**src/rtl/core_pkg.sv**
```systemverilog
// core_pkg: shared RV32I core constants for writeback-source select and load encodings.
package core_pkg;
    localparam int XLEN = 32;
    localparam logic [1:0] WB_SRC_ALU = 2'b00;
    localparam logic [1:0] WB_SRC_MEM = 2'b01;
    localparam logic [1:0] WB_SRC_PC4 = 2'b10;
    localparam logic [1:0] WB_SRC_IMM = 2'b11;
    localparam logic [2:0] F3_LB  = 3'b000;
    localparam logic [2:0] F3_LH  = 3'b001;
    localparam logic [2:0] F3_LW  = 3'b010;
    localparam logic [2:0] F3_LBU = 3'b100;
    localparam logic [2:0] F3_LHU = 3'b101;
endpackage

```
**src/rtl/load_align.sv**
```systemverilog
// load_align: extracts a byte/half/word from an aligned memory word with sign/zero extension and flags misalignment.
module load_align
    import core_pkg::*;
#(
    parameter int XLEN = core_pkg::XLEN
) (
    input  logic [XLEN-1:0] word,
    input  logic [1:0]      offset,
    input  logic [2:0]      funct3,
    output logic [XLEN-1:0] data,
    output logic            misaligned
);
    logic [7:0]  b;
    logic [15:0] h;
    logic        is_b, is_h, sx;
    always_comb begin
        b          = word[{offset, 3'b000} +: 8];
        h          = word[{offset[1], 4'b0000} +: 16];
        is_b       = (funct3 == F3_LB) || (funct3 == F3_LBU);
        is_h       = (funct3 == F3_LH) || (funct3 == F3_LHU);
        sx         = !funct3[2];
        // any funct3 that is neither byte nor half falls through to a full word
        data       = is_b ? {{(XLEN-8){sx & b[7]}}, b} :
                     is_h ? {{(XLEN-16){sx & h[15]}}, h} : word;
        misaligned = is_h ? offset[0] : (!is_b && offset != 2'b00);
    end
endmodule

```
**src/rtl/mem_wb_stage.sv**
```systemverilog
// mem_wb_stage: MEM/WB pipeline register and writeback select, driving the register-file write port,
// forwarding tag/data, misaligned-load flag and retired-instruction counter.
module mem_wb_stage
    import core_pkg::*;
#(
    parameter int XLEN      = core_pkg::XLEN,
    parameter int INSTRET_W = 64
) (
    input  logic                 clk,
    input  logic                 rst,
    input  logic                 valid_mem,
    input  logic                 stall,
    input  logic                 flush,
    input  logic [3:0]           control_word_mem,
    input  logic [2:0]           funct3_mem,
    input  logic [4:0]           rd_mem,
    input  logic [XLEN-1:0]      alu_result_mem,
    input  logic [XLEN-1:0]      pc_plus_4_mem,
    input  logic [XLEN-1:0]      imm_mem,
    input  logic [XLEN-1:0]      mem_data_out,
    output logic                 rf_we,
    output logic [4:0]           rf_waddr,
    output logic [XLEN-1:0]      rf_wdata,
    output logic                 valid_wb,
    output logic [4:0]           fwd_rd,
    output logic [XLEN-1:0]      fwd_data,
    output logic                 load_misalign,
    output logic [INSTRET_W-1:0] instret
);
    logic            rf_wb, take, mis, la_mis, unused_pc_src;
    logic [1:0]      wb_src;
    logic [XLEN-1:0] load_data, wdata;

    assign rf_wb         = control_word_mem[3];
    assign wb_src        = control_word_mem[2:1];
    assign unused_pc_src = control_word_mem[0];

    load_align #(.XLEN(XLEN)) u_align (
        .word       (mem_data_out),
        .offset     (alu_result_mem[1:0]),
        .funct3     (funct3_mem),
        .data       (load_data),
        .misaligned (la_mis)
    );

    always_comb begin
        take  = valid_mem && !stall && !flush;
        mis   = (wb_src == WB_SRC_MEM) && la_mis;
        wdata = (wb_src == WB_SRC_ALU) ? alu_result_mem :
                (wb_src == WB_SRC_MEM) ? load_data :
                (wb_src == WB_SRC_PC4) ? pc_plus_4_mem : imm_mem;
    end

    always_ff @(posedge clk or negedge rst) begin
        if (!rst) begin
            valid_wb      <= 1'b0;
            rf_we         <= 1'b0;
            rf_waddr      <= '0;
            rf_wdata      <= '0;
            load_misalign <= 1'b0;
            instret       <= '0;
        end else begin
            // counts the instruction leaving WB on this edge
            instret       <= instret + INSTRET_W'(valid_wb);
            valid_wb      <= take;
            rf_we         <= take && rf_wb && (rd_mem != 5'd0) && !mis;
            load_misalign <= take && mis;
            if (take) begin
                rf_waddr <= rd_mem;
                rf_wdata <= wdata;
            end
        end
    end

    assign fwd_rd   = rf_we ? rf_waddr : 5'd0;
    assign fwd_data = rf_wdata;
endmodule

```
**config.mk**
```make
export PLATFORM = sky130hd
export DESIGN_NAME = mem_wb_stage
export DESIGN_NICKNAME = d
export VERILOG_FILES = /design/src/rtl/core_pkg.sv /design/src/rtl/load_align.sv /design/src/rtl/mem_wb_stage.sv
export SDC_FILE = /design/constraint.sdc
export NUM_CORES = 1
export LEC_CHECK = 0
export ABC_CLOCK_PERIOD_IN_PS = 2400
export CELL_PAD_IN_SITES_DETAIL_PLACEMENT = 1
export CELL_PAD_IN_SITES_GLOBAL_PLACEMENT = 1
export CORE_ASPECT_RATIO = 0.6
export CORE_MARGIN = 2
export CORE_UTILIZATION = 30
export DETAILED_ROUTE_END_ITERATION = 10
export PLACE_DENSITY = 0.91
export REMOVE_ABC_BUFFERS = 1
export SLEW_MARGIN = 30
export SYNTH_ARGS = -nofsm -noshare
export SYNTH_HDL_FRONTEND = slang
export SYNTH_SLANG_ARGS = --single-unit
```
**constraint.sdc**
```tcl
create_clock -name clk -period 2.4 [get_ports clk]
set_input_delay 0.6 -clock clk [delete_from_list [all_inputs] [get_ports clk]]
set_output_delay 0.6 -clock clk [all_outputs]
set_load 0.02 [all_outputs]
```
==> impl_metrics.py, run 1 <==
metrics = {
    "clocking": {
        "ctsResizeCount": 0,
        "post-cts-setup-buffers": 0,
        "clk-insertion-delay-late_ps": 360,
        "htree_levels": 3,
        "cts_buffers": 9,
        "holdBufCountCts": 0,
        "clockBufferDepth": 2,
        "root_buffer": "clkbuf_16",
        "clkSlewWorstSetupHoldPaths_ps": 80,
        "clock-sinks": 104,
        "cts_tree": "built",
    },
    "cells_and_area": {
        "nFillCells": 2251,
        "drive_gt1_frac": 0.09355,
        "fin_nets": 1073,
        "area_delta_synth_final_pct": 57.91,
        "fin_util": 0.4830,
        "diodes": 0,
    },
    "global_route": {
        "track_usage": 0.2482,
        "antenna_found_initial": 0,
        "grt_pass1_wl_um": 41110,
        "grt_max_degree": 46,
        "grt_pass1_vias": 6975,
        "overflow": 0,
    },
    "synthesis": {
        "synth-edff-count": 0,
        "synth_seq_area_share": 0.4261,
        "synth_warnings": 0,
        "synth_top_area_share": 0.4261,
        "ys_top_cells_by_area": "dfrtp_1, xor2_1, nand2_1",
        "synth_seq_cells": 104,
        "syn_inst": 652,
        "synth_common_cells": "dfrtp_1, nand2_1, a21oi_1, nor2_1, nand3_1",
        "synth_area_per_cell_um2": 9.369,
        "ys_types": 49,
        "synthArstFlopShare": 1.000,
        "synth_flop_cell": "dfrtp_1",
        "synth_top_area_cell": "dfrtp_1",
        "yosysMostFrequentCell": "dfrtp_1",
        "synth_area_um2": 6108,
    },
    "worst_setup_path": {
        "cp.depth": 7,
        "crit_type": "primary input to flop",
        "cp_cell_sequence": "clkdlybuf4s50_1, mux2i_1, a2111oi_0, a21oi_1, buf_4, a22o_1, a21oi_1",
        "worstPathRequired_ps": 2680,
        "max_stage_delay_ps": 570,
        "reg2reg_to": "instret[44]",
        "reg2regPathDepth": 5,
        "r2r-start": "instret[8]",
        "r2r_slack_ps": 150,
        "path_delay_family": "compound AO/OA/AOI/OAI gates",
        "crit_path_start": "mem_data_out[23]",
        "arrival_ps": 2590,
        "cp_slowest_cell": "clkdlybuf4s50_1",
        "end_kind": "flop",
        "path_buf_inv": 2,
        "startpoint_type": "primary input",
        "crit_path_max_fanout": 8,
        "cp_common_cell": "a21oi_1",
    },
    "power": {
        "p_leak_nw": 4.071,
        "vdd_ir_drop_max_mv": 0.3046,
        "power_mw": 5.422,
        "powerDensity_nw_per_um2": 562.2,
    },
    "outcome": {
        "outcome": "complete, no violations",
    },
    "floorplan": {
        "ios": 286,
        "rows": 40,
        "die_x_um": 188.2,
        "die_area_um2": 21560,
        "die_height_um": 114.5,
        "start_util": 0.3059,
        "core_region_area_um2": 19970,
    },
    "timing": {
        "tightest_slew_ps": 582.1,
        "finalSetupViolCount": 0,
        "period_needed_ps": 2303,
        "final_max_slew_viol_count": 0,
        "hold_viol": 0,
        "skew_ps": 5.871,
        "relSlewSlack": 0.6078,
        "fin_crit_sh": 0.9596,
        "fmax_ghz": 0.4342,
    },
    "drt": {
        "drc": 0,
        "post_drt_wl_per_cell_um": 22.03,
        "drtIter0Drc": 335,
        "vias": 6381,
        "ant_nets": 0,
        "wl_um": 26500,
        "first_pass_iters": 4,
        "routed_via_density": 5.304,
    },
    "flow_run": {
        "cap_violations": 0,
    },
    "place": {
        "dpl.hpwl_um": 20560,
        "gp_congestion": 0.9204,
        "io_buffers": 284,
    },
    "worst_hold_path": {
        "hp-class": "primary input to asynchronous set/reset pin",
    },
}
-- placed cells by master, fill, tap and decap left out, types with 14 or more instances in the layout --
| master | count |
|---|---|
| xor2_1 | 32 |
| clkdlybuf4s50_1 | 282 |
| a22o_1 | 20 |
| nand4_1 | 14 |
| nor3_1 | 16 |
| nor2_1 | 40 |
| xnor2_1 | 30 |
| nand3_1 | 38 |
| a21oi_1 | 43 |
| nand2_1 | 73 |
| a21boi_0 | 16 |
| o311ai_0 | 15 |
| dfrtp_1 | 104 |
| buf_4 | 42 |
| o21ai_0 | 30 |
-- worst max path at each step --
stage                    to  slack (ps)
2_1_floorplan   fwd_data[0]        -310
3_3_place_gp   fwd_data[24]         -90
3_5_place_dp   fwd_data[11]        -270
4_1_cts         instret[54]          60
5_1_grt         instret[43]          -1
6_report       fwd_data[11]         100
-- through the flow --
stage                     cells  hold slack [ps]  instance area (µm²)  TNS (ps)  setup WS (ps)
after detailed placement   1186            482.9                 9315     -3351         -271.0
after global routing       1203            187.0                 9646    -1.386         -1.386
after global placement     1186            466.1                 9315    -323.0         -87.23
after floorplan             584            304.4                 5718     -7006         -311.3
after CTS                  1201            169.1                 9630         0          63.06
final                      1203            172.4                 9646         0          96.96
-- registers in the layout, summed over array words and instances (netlist names) --
name,count
load_misalign,1
valid_wb,1
rf_waddr,5
fwd_data,32
rf_we,1
instret,64
-- layer usage --
metal,up-vias,share of wire,GRT usage
met1,3210,0.45,0.3271
met2,263,0.46,0.4093
li1,2884,-,-
met5,-,0,0
met4,0,0.012,0.05459
met3,24,0.075,0.06773
-- power by group --
part	internal (mW)	switching [mW]
sequential	1.91	0.170
clock	0.917	0.754
combinational	0.855	0.820
total	3.68	1.74
-- kinds of logic (layout without fill, tap and decap cells) --
logic type | Yosys count | after routing | share of synthesized area
simple gates | 226 | 226 | 0.1917
compound gates | 162 | 162 | 0.1813
flops | 104 | 104 | 0.4261
buf+inv | 80 | 358 | 0.07128
xor+xnor | 62 | 62 | 0.08890
mux | 16 | 16 | 0.03667
fa+ha+maj | 2 | 2 | 0.004096
-- layout make-up --
class                   instances  area [µm²]  share of cell area
repair buffers                331        3263              0.3383
multi-input cells             468        3078              0.3191
flip-flops and latches        104        2603              0.2698
well taps                     273       341.6             0.03541
clock buffers                   9       225.2             0.02335
clock inverters                 6       90.09            0.009340
inverters                      12       45.04            0.004670
-- worst reg2reg max path: stages, from the launching register on --
cell and delay, ps:
dfrtp_1 450, nand4_2 240, nor3_1 490, nand4_1 410, nor4_1 390, xor2_1 180
(Power assumes the default switching activity.)
==> inputs of run 2 (changes only) <==
--- a/config.mk
+++ b/config.mk
@@ -12,6 +12,7 @@
 export CORE_MARGIN = 2
 export CORE_UTILIZATION = 30
 export DETAILED_ROUTE_END_ITERATION = 10
+export GPL_ROUTABILITY_DRIVEN = 0
 export PLACE_DENSITY = 0.91
 export REMOVE_ABC_BUFFERS = 1
 export SLEW_MARGIN = 30
==> constraint.sdc (replaced) <==
create_clock -name clk -period 2.4 [get_ports clk]
set_input_delay 0.6 -clock clk [delete_from_list [all_inputs] [get_ports clk]]
set_output_delay 0.6 -clock clk [all_outputs]
set_load 0.01 [all_outputs]
==> results of run 2 <==
Same layout as run 1 (identical final DEF). Status: complete, no violations.
Main changes from that run: total power 5.422 mW -> 5.217 mW; worst IR drop on VDD 0.3046 mV -> 0.3045 mV
==> inputs of run 3 (changes only) <==
--- a/config.mk
+++ b/config.mk
@@ -13,6 +13,7 @@
 export CORE_UTILIZATION = 30
 export DETAILED_ROUTE_END_ITERATION = 10
 export GPL_ROUTABILITY_DRIVEN = 0
+export HOLD_SLACK_MARGIN = 0.15
 export PLACE_DENSITY = 0.91
 export REMOVE_ABC_BUFFERS = 1
 export SLEW_MARGIN = 30
==> results of run 3 <==
Same layout as run 1 (identical final DEF). Status: complete, no violations.
Main changes from that run: total power 5.422 mW -> 5.217 mW; worst IR drop on VDD 0.3046 mV -> 0.3045 mV
